===== config.mk =====
export PLATFORM = sky130hd
export DESIGN_NAME = ram_burst_reader_flat
export DESIGN_NICKNAME = d
export VERILOG_FILES = /design/src/rtl/ram_burst_reader_if.sv /design/src/rtl/ram_burst_reader.sv /design/src/flat_wrapper.sv
export SDC_FILE = /design/constraint.sdc
export NUM_CORES = 1
export LEC_CHECK = 0
export BUFFER_PORTS_ARGS = -buffer_cell sky130_fd_sc_hd__clkbuf_2
export CORE_MARGIN = 2
export CORE_UTILIZATION = 40
export CTS_CLUSTER_DIAMETER = 150
export DETAILED_ROUTE_END_ITERATION = 10
export HOLD_SLACK_MARGIN = 0.02
export PLACE_DENSITY = 0.74
export SLEW_MARGIN = 15
export SYNTH_ARGS = -nofsm -noshare
export SYNTH_HDL_FRONTEND = slang
export SYNTH_SLANG_ARGS = --single-unit

===== constraint.sdc =====
create_clock -name clk -period 1.6 [get_ports clk]
set_input_delay 0.24 -clock clk [delete_from_list [all_inputs] [get_ports clk]]
set_output_delay 0.24 -clock clk [all_outputs]
set_load 0.05 [all_outputs]

===== src/rtl/ram_burst_reader_if.sv =====
// Bundle of the burst-reader command, RAM read-port and output stream signals.
// Latency: none (wiring only).
// Backpressure: carries out_valid/out_ready; master modport is the reader side.
interface ram_burst_reader_if #(
  parameter int ADDR_LEN = 8,
  parameter int DATA_LEN = 8
);
  logic                start;
  logic [ADDR_LEN-1:0] base_addr;
  logic [ADDR_LEN-1:0] len_m1;
  logic                busy;
  logic                done;
  logic                mem_read;
  logic [ADDR_LEN-1:0] mem_addr;
  logic [DATA_LEN-1:0] mem_data;
  logic                out_valid;
  logic                out_ready;
  logic [DATA_LEN-1:0] out_data;
  logic                out_last;

  modport master (
    input  start, base_addr, len_m1, mem_data, out_ready,
    output busy, done, mem_read, mem_addr, out_valid, out_data, out_last
  );

  modport slave (
    output start, base_addr, len_m1, mem_data, out_ready,
    input  busy, done, mem_read, mem_addr, out_valid, out_data, out_last
  );
endinterface


===== src/rtl/ram_burst_reader.sv =====
// Reads a burst of consecutive RAM words and streams them out with a last marker.
// Latency: start in cycle 0, first RAM read in cycle 1, first out_valid in cycle 2.
// Backpressure: one-word output register; RAM read issues only when that register can load.
module ram_burst_reader #(
  parameter int ADDR_LEN = 8,
  parameter int DATA_LEN = 8
) (
  input  logic                clk,
  input  logic                rst_n,
  ram_burst_reader_if.master  bus
);

  typedef enum logic [1:0] {
    IDLE  = 2'd0,
    READ  = 2'd1,
    DRAIN = 2'd2
  } state_t;

  state_t              state;
  state_t              state_nxt;
  logic [ADDR_LEN-1:0] addr_q;
  logic [ADDR_LEN-1:0] remaining;
  logic [DATA_LEN-1:0] data_q;
  logic                valid_q;
  logic                last_q;
  logic                done_q;
  logic                can_load;
  logic                issue;
  logic                xfer;

  // Next state plus the combinational RAM read enable (read data is used the same cycle).
  always_comb begin
    state_nxt = state;
    can_load  = !valid_q || bus.out_ready;
    issue     = 1'b0;
    xfer      = valid_q && bus.out_ready;
    case (state)
      IDLE: begin
        if (bus.start) state_nxt = READ;
      end
      READ: begin
        issue = can_load;
        if (issue && (remaining == '0)) state_nxt = DRAIN;
      end
      DRAIN: begin
        if (xfer && last_q) state_nxt = IDLE;
      end
      default: state_nxt = IDLE;
    endcase
  end

  // State register; reset aborts any burst in flight.
  always_ff @(posedge clk or negedge rst_n) begin
    if (!rst_n) state <= IDLE;
    else        state <= state_nxt;
  end

  // Address/count capture, output word register and done pulse.
  always_ff @(posedge clk or negedge rst_n) begin
    if (!rst_n) begin
      addr_q    <= '0;
      remaining <= '0;
      data_q    <= '0;
      valid_q   <= 1'b0;
      last_q    <= 1'b0;
      done_q    <= 1'b0;
    end else begin
      done_q <= 1'b0;
      case (state)
        IDLE: begin
          if (bus.start) begin
            addr_q    <= bus.base_addr;
            remaining <= bus.len_m1;
          end
        end
        READ: begin
          if (issue) begin
            // A load in the same cycle as a handshake keeps valid high (back-to-back).
            data_q    <= bus.mem_data;
            valid_q   <= 1'b1;
            last_q    <= (remaining == '0);
            addr_q    <= addr_q + 1'b1;
            remaining <= remaining - 1'b1;
          end else if (xfer) begin
            valid_q <= 1'b0;
          end
        end
        DRAIN: begin
          if (xfer) begin
            valid_q <= 1'b0;
            last_q  <= 1'b0;
            if (last_q) done_q <= 1'b1;
          end
        end
        default: begin
          valid_q <= 1'b0;
          last_q  <= 1'b0;
        end
      endcase
    end
  end

  assign bus.busy      = (state != IDLE);
  assign bus.done      = done_q;
  assign bus.mem_read  = issue;
  assign bus.mem_addr  = addr_q;
  assign bus.out_valid = valid_q;
  assign bus.out_data  = data_q;
  assign bus.out_last  = last_q;

endmodule


===== src/flat_wrapper.sv =====
// flat-port wrapper written by rule: the top's interface ports become plain ports
module ram_burst_reader_flat 
#(
  parameter int ADDR_LEN = 8,
  parameter int DATA_LEN = 8
)
  (clk, rst_n, bus_start, bus_base_addr, bus_len_m1, bus_mem_data, bus_out_ready, bus_busy, bus_done, bus_mem_read, bus_mem_addr, bus_out_valid, bus_out_data, bus_out_last);
  ram_burst_reader_if #(.ADDR_LEN(ADDR_LEN), .DATA_LEN(DATA_LEN)) bus_i ();
  input  logic clk;
  input  logic rst_n;
  input wire logic [$bits(bus_i.start)-1:0] bus_start;
  input wire logic [$bits(bus_i.base_addr)-1:0] bus_base_addr;
  input wire logic [$bits(bus_i.len_m1)-1:0] bus_len_m1;
  input wire logic [$bits(bus_i.mem_data)-1:0] bus_mem_data;
  input wire logic [$bits(bus_i.out_ready)-1:0] bus_out_ready;
  output wire logic [$bits(bus_i.busy)-1:0] bus_busy;
  output wire logic [$bits(bus_i.done)-1:0] bus_done;
  output wire logic [$bits(bus_i.mem_read)-1:0] bus_mem_read;
  output wire logic [$bits(bus_i.mem_addr)-1:0] bus_mem_addr;
  output wire logic [$bits(bus_i.out_valid)-1:0] bus_out_valid;
  output wire logic [$bits(bus_i.out_data)-1:0] bus_out_data;
  output wire logic [$bits(bus_i.out_last)-1:0] bus_out_last;
  assign bus_i.start = bus_start;
  assign bus_i.base_addr = bus_base_addr;
  assign bus_i.len_m1 = bus_len_m1;
  assign bus_i.mem_data = bus_mem_data;
  assign bus_i.out_ready = bus_out_ready;
  assign bus_busy = bus_i.busy;
  assign bus_done = bus_i.done;
  assign bus_mem_read = bus_i.mem_read;
  assign bus_mem_addr = bus_i.mem_addr;
  assign bus_out_valid = bus_i.out_valid;
  assign bus_out_data = bus_i.out_data;
  assign bus_out_last = bus_i.out_last;
  ram_burst_reader #(.ADDR_LEN(ADDR_LEN), .DATA_LEN(DATA_LEN)) u_core (.clk(clk), .rst_n(rst_n), .bus(bus_i));
endmodule

; ---- After elaboration in Yosys (flattened, before gate mapping)
; Cells that the tools add are included.
[op_classes]
n_eq_ne = 7
bitwise_logic = 1
n_reduce_logical = 13
addsub = 2
n_mux = 20
[ops]
columns = cell, count
row1 = $mux W8, 4
row2 = $pmux W8 S2, 2
row3 = $reduce_and A3 Y1, 3
row4 = $add A8 B1 Y8 const B, 1
row5 = $logic_not A8 Y1, 1
row6 = $mux W1, 8
row7 = $sub A8 B1 Y8 const B, 1
row8 = $mux W2, 3
row9 = $ne A2 B1 Y1 const B, 3
row10 = $pmux W1 S3, 2
row11 = $pmux W2 S3, 1
row12 = $ne A2 B2 Y1 const B, 2
row13 = $reduce_bool A2 Y1, 2
row14 = $logic_and A1 B1 Y1, 3
row15 = $eq A2 B1 Y1 const B, 1
row16 = $eq A2 B2 Y1 const B, 1
row17 = $logic_not A2 Y1, 1
row18 = $reduce_and A2 Y1, 1
row19 = $logic_not A1 Y1, 1
row20 = $logic_or A1 B1 Y1, 1
row21 = $not A1 Y1, 1
[word_totals]
regBits = 29
in_bits = 28
output_inout_bits = 21
word_cells = 50

; ---- Longest topological paths before layout
[logic_depth]
word_depth = 5
depth_mapped = 8

; ---- Worst setup path before layout
; No wires, ideal clock.
[synth_path]
path_type = reg2reg
startpoint = reg u_core.valid_q, in the netlist u_core.bus.out_valid
endpoint = reg u_core.state[1]
arrival_ps = 1582
setup_slack_ps = -107
setup_ps = 125
t_required_ps = 1475
synth_period_minus_slack_ps = 1707
stages_incl_launch_ff = 4
path_buffers = 0
path_cell_list = dfrtp_1 -> nand3_1 -> a221o_2 -> mux2_4
[synth_via]
elab_chain_len = 5
word_cells_on_any_way = 8
classes_between = eq/ne (2) / reduce/logical (6)
[synth_rtl]
columns = element, line_no
row1 = from (decl), ram_burst_reader.sv:24  ; logic valid_q;
row2 = from (signal assigned), ram_burst_reader.sv:64  ; valid_q <= 1'b0;
row3 = from (signal assigned), ram_burst_reader.sv:80  ; valid_q <= 1'b1;
row4 = from (signal assigned), ram_burst_reader.sv:85  ; valid_q <= 1'b0;
row5 = $logic_not A1 Y1, ram_burst_reader.sv:34  ; can_load = !valid_q || bus.out_ready;
row6 = $logic_or A1 B1 Y1, ram_burst_reader.sv:34
row7 = $logic_and A1 B1 Y1, ram_burst_reader.sv:43  ; if (issue && (remaining == '0)) state_nxt = DRAIN;
row8 = $ne A2 B1 Y1 (no line), --
row9 = $reduce_and A3 Y1 (no line) *, --
row10 = to (signal assigned), ram_burst_reader.sv:55  ; else state <= state_nxt;
row11 = to (decl), ram_burst_reader.sv:19  ; state_t state;
; Every way passes the cells marked *; elsewhere a longest branch is shown, timed or not.
; A chain may end at the register's enable or synchronous reset.

; ---- Final worst setup path
[layout_path]
startpoint = reg u_core.state[1]
endpoint = reg u_core.addr_q[3], in the netlist u_core.bus.mem_addr[3]
[layout_via]
elab_chain_len = 4
word_cells_on_any_way = 8
classes_between = eq/ne (3) / mux (2) / reduce/logical (3)
[layout_rtl]
columns = element, line_no
row1 = $eq A2 B1 Y1, "ram_burst_reader.sv:37, ram_burst_reader.sv:69"
row2 = $mux W1, ram_burst_reader.sv:37  ; case (state)
row3 = $ne A2 B2 Y1 (no line), --
row4 = $reduce_and A3 Y1 (no line), --
row5 = to (signal assigned), ram_burst_reader.sv:72  ; addr_q <= bus.base_addr;
row6 = to (signal assigned), ram_burst_reader.sv:82  ; addr_q <= addr_q + 1'b1;
row7 = to (decl), ram_burst_reader.sv:21  ; logic [ADDR_LEN-1:0] addr_q;
; Parallel ways exist; a longest one is shown, timed or not.

==> flow_metrics.py <==
metrics = {
    "route": {
        "drtAntennaViolNets": 0,
        "vias": 1630,
        "firstDrtPassIters": 5,
        "vias_per_cell": 5.34,
        "post_drt_wl_per_cell_um": 15.8,
        "wirelength_um": 4810,
        "dr.first_iter.drc_count": 82,
        "drc": 0,
    },
    "synthesis": {
        "syn_avg_cell_area_um2": 9.98,
        "synth.distinct_cells": 45,
        "synth_area_um2": 1610,
        "seq_area_frac_synth_pct": 45.2,
        "synth.ff_latch_count": 29,
        "synthCells": 161,
        "syn_nets": 196,
        "yosys_warnings": 0,
    },
    "cts": {
        "cts.path.max_buffers": 2,
        "htreeDepth": 2,
        "clk_pin_slew_ps": 60,
        "cts.root.buffer_cell": "clkbuf_8",
        "cts_tree": "done",
        "insertion_delay_ps": 280,
        "numCtsBuffers": 5,
        "cts_num_sinks": 29,
    },
    "place": {
        "place_congestion": 0.829,
        "placed_area_um2": 2140,
        "port_buffers": 48,
        "pre_cts_ws_ps": -151,
        "hpwl_um": 3100,
    },
    "critical_path": {
        "critPathBufInv": 3,
        "cp.required_ps": 1760,
        "critical_path.slowest_cell": "dfrtp_1",
        "rrSetupSlack_ps": -110,
        "path_delay_family": "buffers and inverters",
        "crit_path_cell_trace": "inv_2 > ha_4 > nand3b_1 > o211ai_1 > buf_4 > buf_6 > nor4_4 > a211o_1",
        "cp_max_fo": 6,
        "crit_type": "register to register",
        "max_stage_delay_ps": 410,
        "start_kind": "register",
        "critPathArrivalTime_ps": 1870,
        "worstSetupEndpointType": "register",
    },
    "floorplanning": {
        "fp.coreArea_um2": 3940,
        "die_h_um": 67.4,
        "rows": 23,
        "dieArea_um2": 4540,
        "pin_count": 49,
        "start_util_pct": 40.7,
        "dieWidth_um": 67.4,
    },
    "timing": {
        "holdWs_ps": 177,
        "min_period_over_period_pct": 107,
        "post-route-min-period_ps": 1710,
        "max_freq_mhz": 586,
        "finClkSkew_ps": 8.25,
        "drv_slew": 0,
        "slew_headroom_pct": 71.9,
        "rsz0062_at_grt": "true",
        "tightest_slew_ps": 421,
        "hold_violations": 0,
        "fin_setup_tns_ps": -640,
        "finalSetupViolations": 15,
        "fin_ws_ps": -106,
    },
    "final_layout": {
        "drive_gt1_share_pct": 54.1,
        "multiInputGateArea_um2": 961,
        "antenna_cells": 0,
        "fin_nets": 289,
        "seqCellArea_um2": 731,
        "finalInstanceArea_um2": 2540,
        "syn_to_final_growth_pct": 57.9,
        "nFillCells": 295,
    },
    "status": {
        "violations": "setup timing",
        "status": "finished, violations left",
    },
    "pwr": {
        "p_per_area_nw_per_um2": 2510,
        "ir_worst_vdd_mv": 1.55,
        "power.static_leakage_uw": 0.00125,
    },
    "global_route": {
        "use_met2_pct": 35.0,
        "grt_pass1_wl_um": 7200,
        "grtUsageMet1_pct": 27.6,
        "grtUsageMet3_pct": 4.67,
        "grt.total_usage_pct": 21.3,
        "grt_overflow": 0,
        "antenna_found_initial": 0,
        "busiest_layer": "met2",
        "grt_max_degree": 16,
        "first_global_vias": 1541,
    },
    "job": {
        "drv_cap": 0,
    },
    "hold_path": {
        "holdCritPathClass": "input port to register",
    },
}
## report_power, final
part | switching (uW) | total, uW | internal (uW)
clock | 273 | 623 | 350
sequential | 337 | 1420 | 1090
combinational | 2380 | 4330 | 1950
total | 2990 | 6370 | 3380
## Yosys cell counts, drive strengths merged
library cell,count,area [um^2]
a32o,2,20.0
o22a,2,18.8
ha,7,87.6
o21a,2,15.0
a22oi,1,7.51
a31oi,2,12.5
or3,1,6.26
a32oi,1,8.76
o31ai,1,7.51
nand2,14,52.6
nor2,9,36.3
and4,1,8.76
nand3,7,35.0
nand4b,1,8.76
mux2i,4,40.0
nor4b,2,17.5
o211a,2,20.0
a21oi,9,45.0
nor3,3,26.3
nor4,4,25.0
dfrtp,29,726
or4,1,7.51
o22ai,2,12.5
a2bb2oi,1,8.76
clkbuf,1,3.75
nand3b,1,7.51
o211ai,1,7.51
inv,10,37.5
buf,6,30.0
or2,1,6.26
mux2,9,105
o21ai,12,60.1
and3,3,18.8
nand2b,2,12.5
a221o,1,11.3
a22o,1,8.76
a211o,3,26.3
o2bb2ai,2,17.5
## repair_timing
action,CTS,global route
pin swaps,8,7
hold endpoints to repair,14,0
endpoints found under the setup margin,26,27
hold buffers,1,0
setup buffers,11,0
resized for setup,23,28
## metal layers
layer  wire length, um  share of wire [%]
met5                 0                  0
met3               259                5.4
met1              2010                 42
met4                57                1.2
met2              2480                 52
## registers in the layout, indices dropped and copies added (netlist names)
name                  cells
u_core.bus.mem_addr       8
u_core.bus.out_data       8
u_core.remaining          8
u_core.state              2
u_core.bus.done           1
u_core.bus.out_last       1
u_core.bus.out_valid      1
## kinds of logic (layout without fill, tap and decap cells)
logic type                 count (synthesis)  after routing  share of synthesized area, %
AOI/OAI and AO/OA                         45             45                          19.2
adders and majority gates                  7              7                          5.45
buffers and inverters                     17            111                          4.44
DFF                                       29             29                          45.2
muxes                                     13             13                          9.03
and+or+nand+nor                           50             50                          16.7
## final cells by class
| cell class | instances | area share [%] |
|---|---|---|
| Timing Repair Buffer | 93 | 25.8 |
| Clock buffer | 8 | 3.55 |
| Sequential cell | 29 | 28.8 |
| Multi-Input combinational cell | 115 | 37.9 |
| Tap cell | 50 | 2.47 |
| Inverter | 10 | 1.48 |
## path summary, 6_finish.rpt
check                           cells past startpoint                     end              startpoint
worst max-delay path                                8  u_core.bus.mem_addr[3]         u_core.state[1]
worst min-delay path                                2  u_core.bus.out_data[6]         bus_mem_data[6]
worst max register to register                      8  u_core.bus.mem_addr[3]         u_core.state[1]
worst min register to register                      1  u_core.bus.out_data[6]  u_core.bus.out_data[6]
max in group asynchronous                           3    u_core.bus.out_valid                   rst_n
min in group asynchronous                           2  u_core.bus.mem_addr[5]                   rst_n
## per-stage QoR
stage	power, uW	util [%]	cells
finish	6370	64.3	305
CTS	5890	61.6	305
global placement	4680	54.3	285
detailed placement	4750	54.3	285
floorplan	3570	-	161
global route	6720	64.3	305
## layout by cell type (no fill, tap or decap), types with 4 or more instances in the layout
cell type	count
mux2_4	8
nor2_1	8
buf_6	11
nand2_1	10
ha_1	5
dfrtp_2	4
mux2i_1	4
clkbuf_2	46
a21oi_1	7
o21ai_0	5
inv_1	6
nand3_1	7
dfrtp_1	25
inv_2	4
o21ai_2	4
clkbuf_8	6
buf_4	32
(Power assumes the default switching activity.)
